$ cat config.mk
export PLATFORM = sky130hd
export DESIGN_NAME = ex_muldiv
export DESIGN_NICKNAME = d
export VERILOG_FILES = /design/src/rtl/ex_muldiv.sv
export SDC_FILE = /design/constraint.sdc
export NUM_CORES = 1
export LEC_CHECK = 0
export CAP_MARGIN = 10
export CORE_UTILIZATION = 30
export CTS_BUF_LIST = sky130_fd_sc_hd__clkbuf_4
export DETAILED_ROUTE_END_ITERATION = 7
export GPL_TIMING_DRIVEN = 0
export PLACE_DENSITY = 0.5
export SLEW_MARGIN = 10
export SYNTH_ARGS = -nofsm -noshare
export SYNTH_HDL_FRONTEND = slang
export SYNTH_SLANG_ARGS = --single-unit
$ cat constraint.sdc
create_clock -name clk -period 6.6 [get_ports clk]
set_input_delay 1.32 -clock clk [delete_from_list [all_inputs] [get_ports clk]]
set_output_delay 1.32 -clock clk [all_outputs]
set_load 0.01 [all_outputs]
$ cat src/rtl/ex_muldiv.sv
// Multi-cycle MULT/MULTU/DIV/DIVU unit producing {hi, lo}; latency DATA_W+1 (div-by-zero 2, fast multiply 2).
// No backpressure on the result: ready_o pulses once; stallReq holds the pipeline while an op is in flight.
module ex_muldiv #(
    parameter int DATA_W   = 32,
    parameter bit MUL_FAST = 1'b0
) (
    input  logic                clk,
    input  logic                rst,
    input  logic                start_i,
    input  logic [1:0]          op_i,
    input  logic [DATA_W-1:0]   opdata1_i,
    input  logic [DATA_W-1:0]   opdata2_i,
    input  logic                annul_i,
    output logic [2*DATA_W-1:0] result_o,
    output logic                ready_o,
    output logic                div_by_zero_o,
    output logic                busy_o,
    output logic                stallReq
);

    localparam int CNT_W = (DATA_W > 2) ? $clog2(DATA_W) : 1;
    localparam logic [CNT_W-1:0] LAST = CNT_W'(DATA_W - 1);

    typedef enum logic [1:0] {
        IDLE  = 2'd0,
        RUN   = 2'd1,
        DZERO = 2'd2,
        DONE  = 2'd3
    } state_t;

    state_t              state_q, state_d;
    logic [CNT_W-1:0]    cnt_q, cnt_d;
    logic                is_div_q, is_div_d;
    logic                neg_lo_q, neg_lo_d;
    logic                neg_hi_q, neg_hi_d;
    logic [DATA_W-1:0]   hi_q, hi_d;
    logic [DATA_W-1:0]   lo_q, lo_d;
    logic [DATA_W-1:0]   opb_q, opb_d;
    logic                dz_q, dz_d;
    logic [2*DATA_W-1:0] result_q, result_d;

    logic                accept;
    logic                a_neg, b_neg;
    logic [DATA_W-1:0]   a_mag, b_mag;
    logic [DATA_W:0]     mul_sum;
    logic [DATA_W:0]     div_sh;
    logic                div_ge;
    logic [DATA_W-1:0]   div_diff;
    logic                load_res;
    logic [2*DATA_W-1:0] fix_res;

    always_comb begin
        state_d  = state_q;
        cnt_d    = cnt_q;
        is_div_d = is_div_q;
        neg_lo_d = neg_lo_q;
        neg_hi_d = neg_hi_q;
        hi_d     = hi_q;
        lo_d     = lo_q;
        opb_d    = opb_q;
        dz_d     = dz_q;
        result_d = result_q;
        load_res = 1'b0;
        fix_res  = '0;

        accept = (state_q == IDLE) && start_i && !annul_i;
        a_neg  = !op_i[0] && opdata1_i[DATA_W-1];
        b_neg  = !op_i[0] && opdata2_i[DATA_W-1];
        a_mag  = a_neg ? -opdata1_i : opdata1_i;
        b_mag  = b_neg ? -opdata2_i : opdata2_i;

        // Shift-add step: {hi, lo} holds partial product and remaining multiplier bits.
        mul_sum  = {1'b0, hi_q} + (lo_q[0] ? {1'b0, opb_q} : {(DATA_W+1){1'b0}});
        // Restoring step: hi is the partial remainder, lo shifts dividend out and quotient in.
        div_sh   = {hi_q, lo_q[DATA_W-1]};
        div_ge   = div_sh >= {1'b0, opb_q};
        div_diff = div_sh[DATA_W-1:0] - opb_q;

        case (state_q)
            IDLE: begin
                if (accept) begin
                    is_div_d = op_i[1];
                    neg_lo_d = a_neg ^ b_neg;
                    neg_hi_d = a_neg;
                    opb_d    = b_mag;
                    if (op_i[1] && (opdata2_i == '0)) begin
                        hi_d     = opdata1_i;
                        lo_d     = '1;
                        neg_lo_d = 1'b0;
                        neg_hi_d = 1'b0;
                        state_d  = DZERO;
                    end else if (MUL_FAST && !op_i[1]) begin
                        // Product is complete now; one RUN cycle remains to hit the 2-cycle latency.
                        {hi_d, lo_d} = {{DATA_W{1'b0}}, a_mag} * {{DATA_W{1'b0}}, b_mag};
                        cnt_d        = LAST;
                        state_d      = RUN;
                    end else begin
                        hi_d    = '0;
                        lo_d    = a_mag;
                        cnt_d   = '0;
                        state_d = RUN;
                    end
                end
            end
            RUN: begin
                if (is_div_q) begin
                    hi_d = div_ge ? div_diff : div_sh[DATA_W-1:0];
                    lo_d = {lo_q[DATA_W-2:0], div_ge};
                end else if (!MUL_FAST) begin
                    hi_d = mul_sum[DATA_W:1];
                    lo_d = {mul_sum[0], lo_q[DATA_W-1:1]};
                end
                cnt_d = cnt_q + 1'b1;
                if (cnt_q == LAST) begin
                    state_d  = DONE;
                    dz_d     = 1'b0;
                    load_res = 1'b1;
                end
            end
            DZERO: begin
                state_d  = DONE;
                dz_d     = 1'b1;
                load_res = 1'b1;
            end
            DONE: begin
                state_d = IDLE;
            end
            default: begin
                state_d = IDLE;
            end
        endcase

        if (annul_i) begin
            state_d  = IDLE;
            dz_d     = dz_q;
            load_res = 1'b0;
        end

        if (is_div_q) begin
            fix_res = {(neg_hi_q ? -hi_d : hi_d), (neg_lo_q ? -lo_d : lo_d)};
        end else begin
            fix_res = neg_lo_q ? -{hi_d, lo_d} : {hi_d, lo_d};
        end
        if (load_res) begin
            result_d = fix_res;
        end
    end

    always_ff @(posedge clk) begin
        if (rst) begin
            state_q  <= IDLE;
            cnt_q    <= '0;
            is_div_q <= 1'b0;
            neg_lo_q <= 1'b0;
            neg_hi_q <= 1'b0;
            hi_q     <= '0;
            lo_q     <= '0;
            opb_q    <= '0;
            dz_q     <= 1'b0;
            result_q <= '0;
        end else begin
            state_q  <= state_d;
            cnt_q    <= cnt_d;
            is_div_q <= is_div_d;
            neg_lo_q <= neg_lo_d;
            neg_hi_q <= neg_hi_d;
            hi_q     <= hi_d;
            lo_q     <= lo_d;
            opb_q    <= opb_d;
            dz_q     <= dz_d;
            result_q <= result_d;
        end
    end

    assign result_o      = result_q;
    assign ready_o       = (state_q == DONE);
    assign div_by_zero_o = (state_q == DONE) && dz_q;
    assign busy_o        = (state_q == RUN);
    assign stallReq      = accept || (state_q == RUN) || (state_q == DZERO);

endmodule

==> flow_metrics.env <==
export IMPL_final_worst_clock_skew_ns=0.03182
export IMPL_ant_nets=0
export IMPL_grt_start_max_net_pins=17
export IMPL_vias=17390
export IMPL_yosysSeqAreaShare_pct=22.06
export IMPL_timing_max_cap_violations=0
export IMPL_hold_path_class="flop to flop"
export IMPL_critical_path_startpoint_type="flop"
export IMPL_synthesis_nets=2283
export IMPL_finish_cell_count_without_fillers=2983
export IMPL_path_max_fanout=10
export IMPL_finalNetCount=2442
export IMPL_final_setup_viol_count=0
export IMPL_die_height_um=229.5
export IMPL_run_status="completed"
export IMPL_area_growth_synth_to_final_pct=16.57
export IMPL_place_worst_setup_slack_ns=-0.8922
export IMPL_globalRoute_totalOverflow=0
export IMPL_floorplan_initialDensity_pct=30.69
export IMPL_p_leak_nw=6.492
export IMPL_grt_use_total_pct=28.02
export IMPL_worst_skew_pair_late_latency_ns=0.78
export IMPL_timing_final_hold_violations=0
export IMPL_io_pins=138
export IMPL_async_flop_share_pct=0
export IMPL_timing_critical_path_mode_cell="sky130_fd_sc_hd__clkbuf_1"
export IMPL_post_synth_inst_count=2137
export IMPL_finalWirelength_um=75010
export IMPL_drt_pass1_iter_count=6
export IMPL_initialDrtViolationCount=1528
export IMPL_clock_tree_htree_level_count=4
export IMPL_synth_largest_area_cell="sky130_fd_sc_hd__dfxtp_1"
export IMPL_synth_cell_types=91
export IMPL_via_per_inst=5.831
export IMPL_synth_area_mm2=0.01552
export IMPL_fmax_ghz=0.1553
export IMPL_cts_root_buffer_cell="sky130_fd_sc_hd__clkbuf_4"
export IMPL_finalMaxSlewViolations=0
export IMPL_core_rowCount=82
export IMPL_period_share_pct=97.57
export IMPL_place_congestion=0.9674
export IMPL_post_dp_hpwl_um=61280
export IMPL_hold_worst_slack_ns=0.4625
export IMPL_first_global_vias=16580
export IMPL_power_total_mw=2.865
export IMPL_core_region_area_mm2=0.05058
export IMPL_grt_first_pass_wirelength_um=109600
export IMPL_drc=0
export IMPL_endpoint_kind="flop"
export IMPL_die_width_um=229.5
export IMPL_yosys_area_top_type_share_pct=22.06
export IMPL_drive_gt1_share_pct=4.981
export IMPL_grt_antenna_before_repair=2
export IMPL_worst_path_largest_cell_delay_ns=0.62
export IMPL_number_of_enable_flip_flop_cells_after_synthesis=0
export IMPL_cp_required_ns=7.27
export IMPL_finish_utilization_pct=35.77
export IMPL_cp_num_buf_inv=6
export IMPL_ys_top_cells_by_count="216 x sky130_fd_sc_hd__nor2_1, 187 x sky130_fd_sc_hd__nand2_1, 186 x sky130_fd_sc_hd__a21oi_1, 171 x sky130_fd_sc_hd__dfxtp_1, 138 x sky130_fd_sc_hd__o21ai_0"
export IMPL_cts_tree="yes"
export IMPL_ir_drop_uv=118.1
export IMPL_cp_arrival_ns=7.11
export IMPL_timing_setup_critical_path_class="flop to flop"
export IMPL_cts_buffer_count=17
export IMPL_synth_most_common_cell="sky130_fd_sc_hd__nor2_1"
export IMPL_io_buffers=134
export IMPL_post_synth_main_area_contributors="sky130_fd_sc_hd__dfxtp_1 22%, sky130_fd_sc_hd__a21oi_1 6.0%, sky130_fd_sc_hd__ha_1 6.0%"
export IMPL_synth_ff_type="sky130_fd_sc_hd__dfxtp_1"
export IMPL_yosysWarningCount=0
export IMPL_worst_path_max_delay_cell="sky130_fd_sc_hd__clkbuf_1"
export IMPL_rsz0062_at_grt="no"
export IMPL_tightestPinTransition_ns=1.207
export IMPL_cts_hold_buffers=0
export IMPL_die_area_mm2=0.05265
export IMPL_clock_sinks=171
export IMPL_min_period_ns=6.439
export IMPL_layout_setup_ws_ns=0.1607
export IMPL_crit_path_cell_trace="inv_1, ha_1, clkbuf_1, clkbuf_1, clkbuf_1, clkbuf_1, nand2_1, nor2_2, nor2b_1, and3_1, ha_1, nand4_1, nor4_2, nand3b_1, or2_2, clkbuf_1, o21ai_1, a21oi_1, o31ai_1, xnor2_1, o21ai_1"
export IMPL_cts_clock_pin_slew_for_the_worst_setup_and_hold_paths_ns=0.15
export IMPL_synth_ff_latch_count=171
export IMPL_syn_avg_cell_area_um2=7.263
export IMPL_power_per_cell_area_mw_per_mm2=158.3
export IMPL_slew_headroom_pct=18.84
export IMPL_place_inst=2943
export IMPL_critical_path_top_delay_family="buffers and inverters"
export IMPL_cts_max_path_buffers=2
export IMPL_n_fill_cell=5529
export IMPL_wl_per_cell_um=25.15
cells in the final DEF, fill, tap and decap left out, types with 31 or more instances in the layout:
cell type	instances
sky130_fd_sc_hd__nor3_1	60
sky130_fd_sc_hd__a21oi_1	186
sky130_fd_sc_hd__a31oi_1	41
sky130_fd_sc_hd__o21ai_0	137
sky130_fd_sc_hd__clkbuf_1	112
sky130_fd_sc_hd__a211oi_1	77
sky130_fd_sc_hd__ha_1	74
sky130_fd_sc_hd__inv_1	72
sky130_fd_sc_hd__nand2_1	187
sky130_fd_sc_hd__nor2_1	215
sky130_fd_sc_hd__nand3_1	54
sky130_fd_sc_hd__and2_1	43
sky130_fd_sc_hd__xnor2_1	74
sky130_fd_sc_hd__dfxtp_1	171
sky130_fd_sc_hd__clkdlybuf4s50_1	134
sky130_fd_sc_hd__o31ai_1	31
sky130_fd_sc_hd__xor2_1	68
power breakdown:
part	total (mW)	switching (mW)	internal, mW
Sequential	1.14	0.0623	1.08
Combinational	1.02	0.676	0.348
Clock	0.702	0.430	0.273
kinds of logic (layout without fill, tap and decap cells):
logic type / after synthesis / after routing / share of synthesized area [%]
AND/OR/NAND/NOR: 775 / 775 / 25.10
AO/OA/AOI/OAI: 723 / 723 / 30.62
buffers and inverters: 210 / 382 / 5.304
flip-flops: 171 / 171 / 22.06
XOR/XNOR: 142 / 142 / 8.013
adder cells (fa/ha/maj): 76 / 76 / 6.223
multiplexers: 40 / 40 / 2.684
other: 0 / 2 / 0
final cells by class:
type                            instances  area (um^2)  share of cell area (%)
Sequential cell                       171         3423                   18.92
Antenna cell                            2        5.005                 0.02766
Inverter                               72        270.3                   1.494
Tap cell                              672        840.8                   4.647
Multi-Input combinational cell       1756        11310                   62.53
Clock buffer                           20        150.1                  0.8298
Clock inverter                         12        148.9                  0.8229
Timing Repair Buffer                  140         1386                   7.662
Buffer                                138        555.5                   3.070
through the flow:
step                setup TNS [ns]  area, um^2
floorplan                        0       15520
global placement            -11.30       17700
detailed placement          -12.72       17700
CTS                              0       18040
global route                     0       18090
finish                           0       18090
registers in the layout, summed over array words and instances, names as in the netlist:
signal / flops
neg_lo_q: 1
lo_q: 32
is_div_q: 1
result_o: 64
dz_q: 1
neg_hi_q: 1
cnt_q: 5
opb_q: 32
state_q: 2
hi_q: 32
worst min-delay path: cells and delay by family, from the launching register on:
kind | cells | cell delay, ns
AND/OR/NAND/NOR | 1 | 0.05
flip-flops | 1 | 0.33
AO/OA/AOI/OAI | 1 | 0.05
repair_timing:
| action | in CTS | in global routing |
|---|---|---|
| setup buffers | 1 | 5 |
| resized for setup | 5 | 6 |
| endpoints found under the setup margin | 16 | 8 |
| pin swaps | 1 | 2 |
| hold endpoints to repair | 0 | 0 |
path summary, 6_finish.rpt:
| path | startpoint | to | slack (ns) | cells past startpoint |
|---|---|---|---|---|
| max reg2reg | state_q[1] | result_o[60] | 0.16 | 21 |
| max | state_q[1] | result_o[60] | 0.16 | 21 |
| min reg2reg | result_o[31] | result_o[31] | 0.46 | 2 |
| min | result_o[31] | result_o[31] | 0.46 | 2 |
metal layers:
metal	part of all wire, %	global-route usage [%]	vias up	routed length [um]
met2	45	45.23	732	33850
met1	43	35.72	8290	31940
met3	6.9	4.532	147	5154
met5	0	0	-	0
li1	-	-	8224	-
met4	5.4	14.58	0	4067
Note: power is estimated with default switching activity, not from simulation.
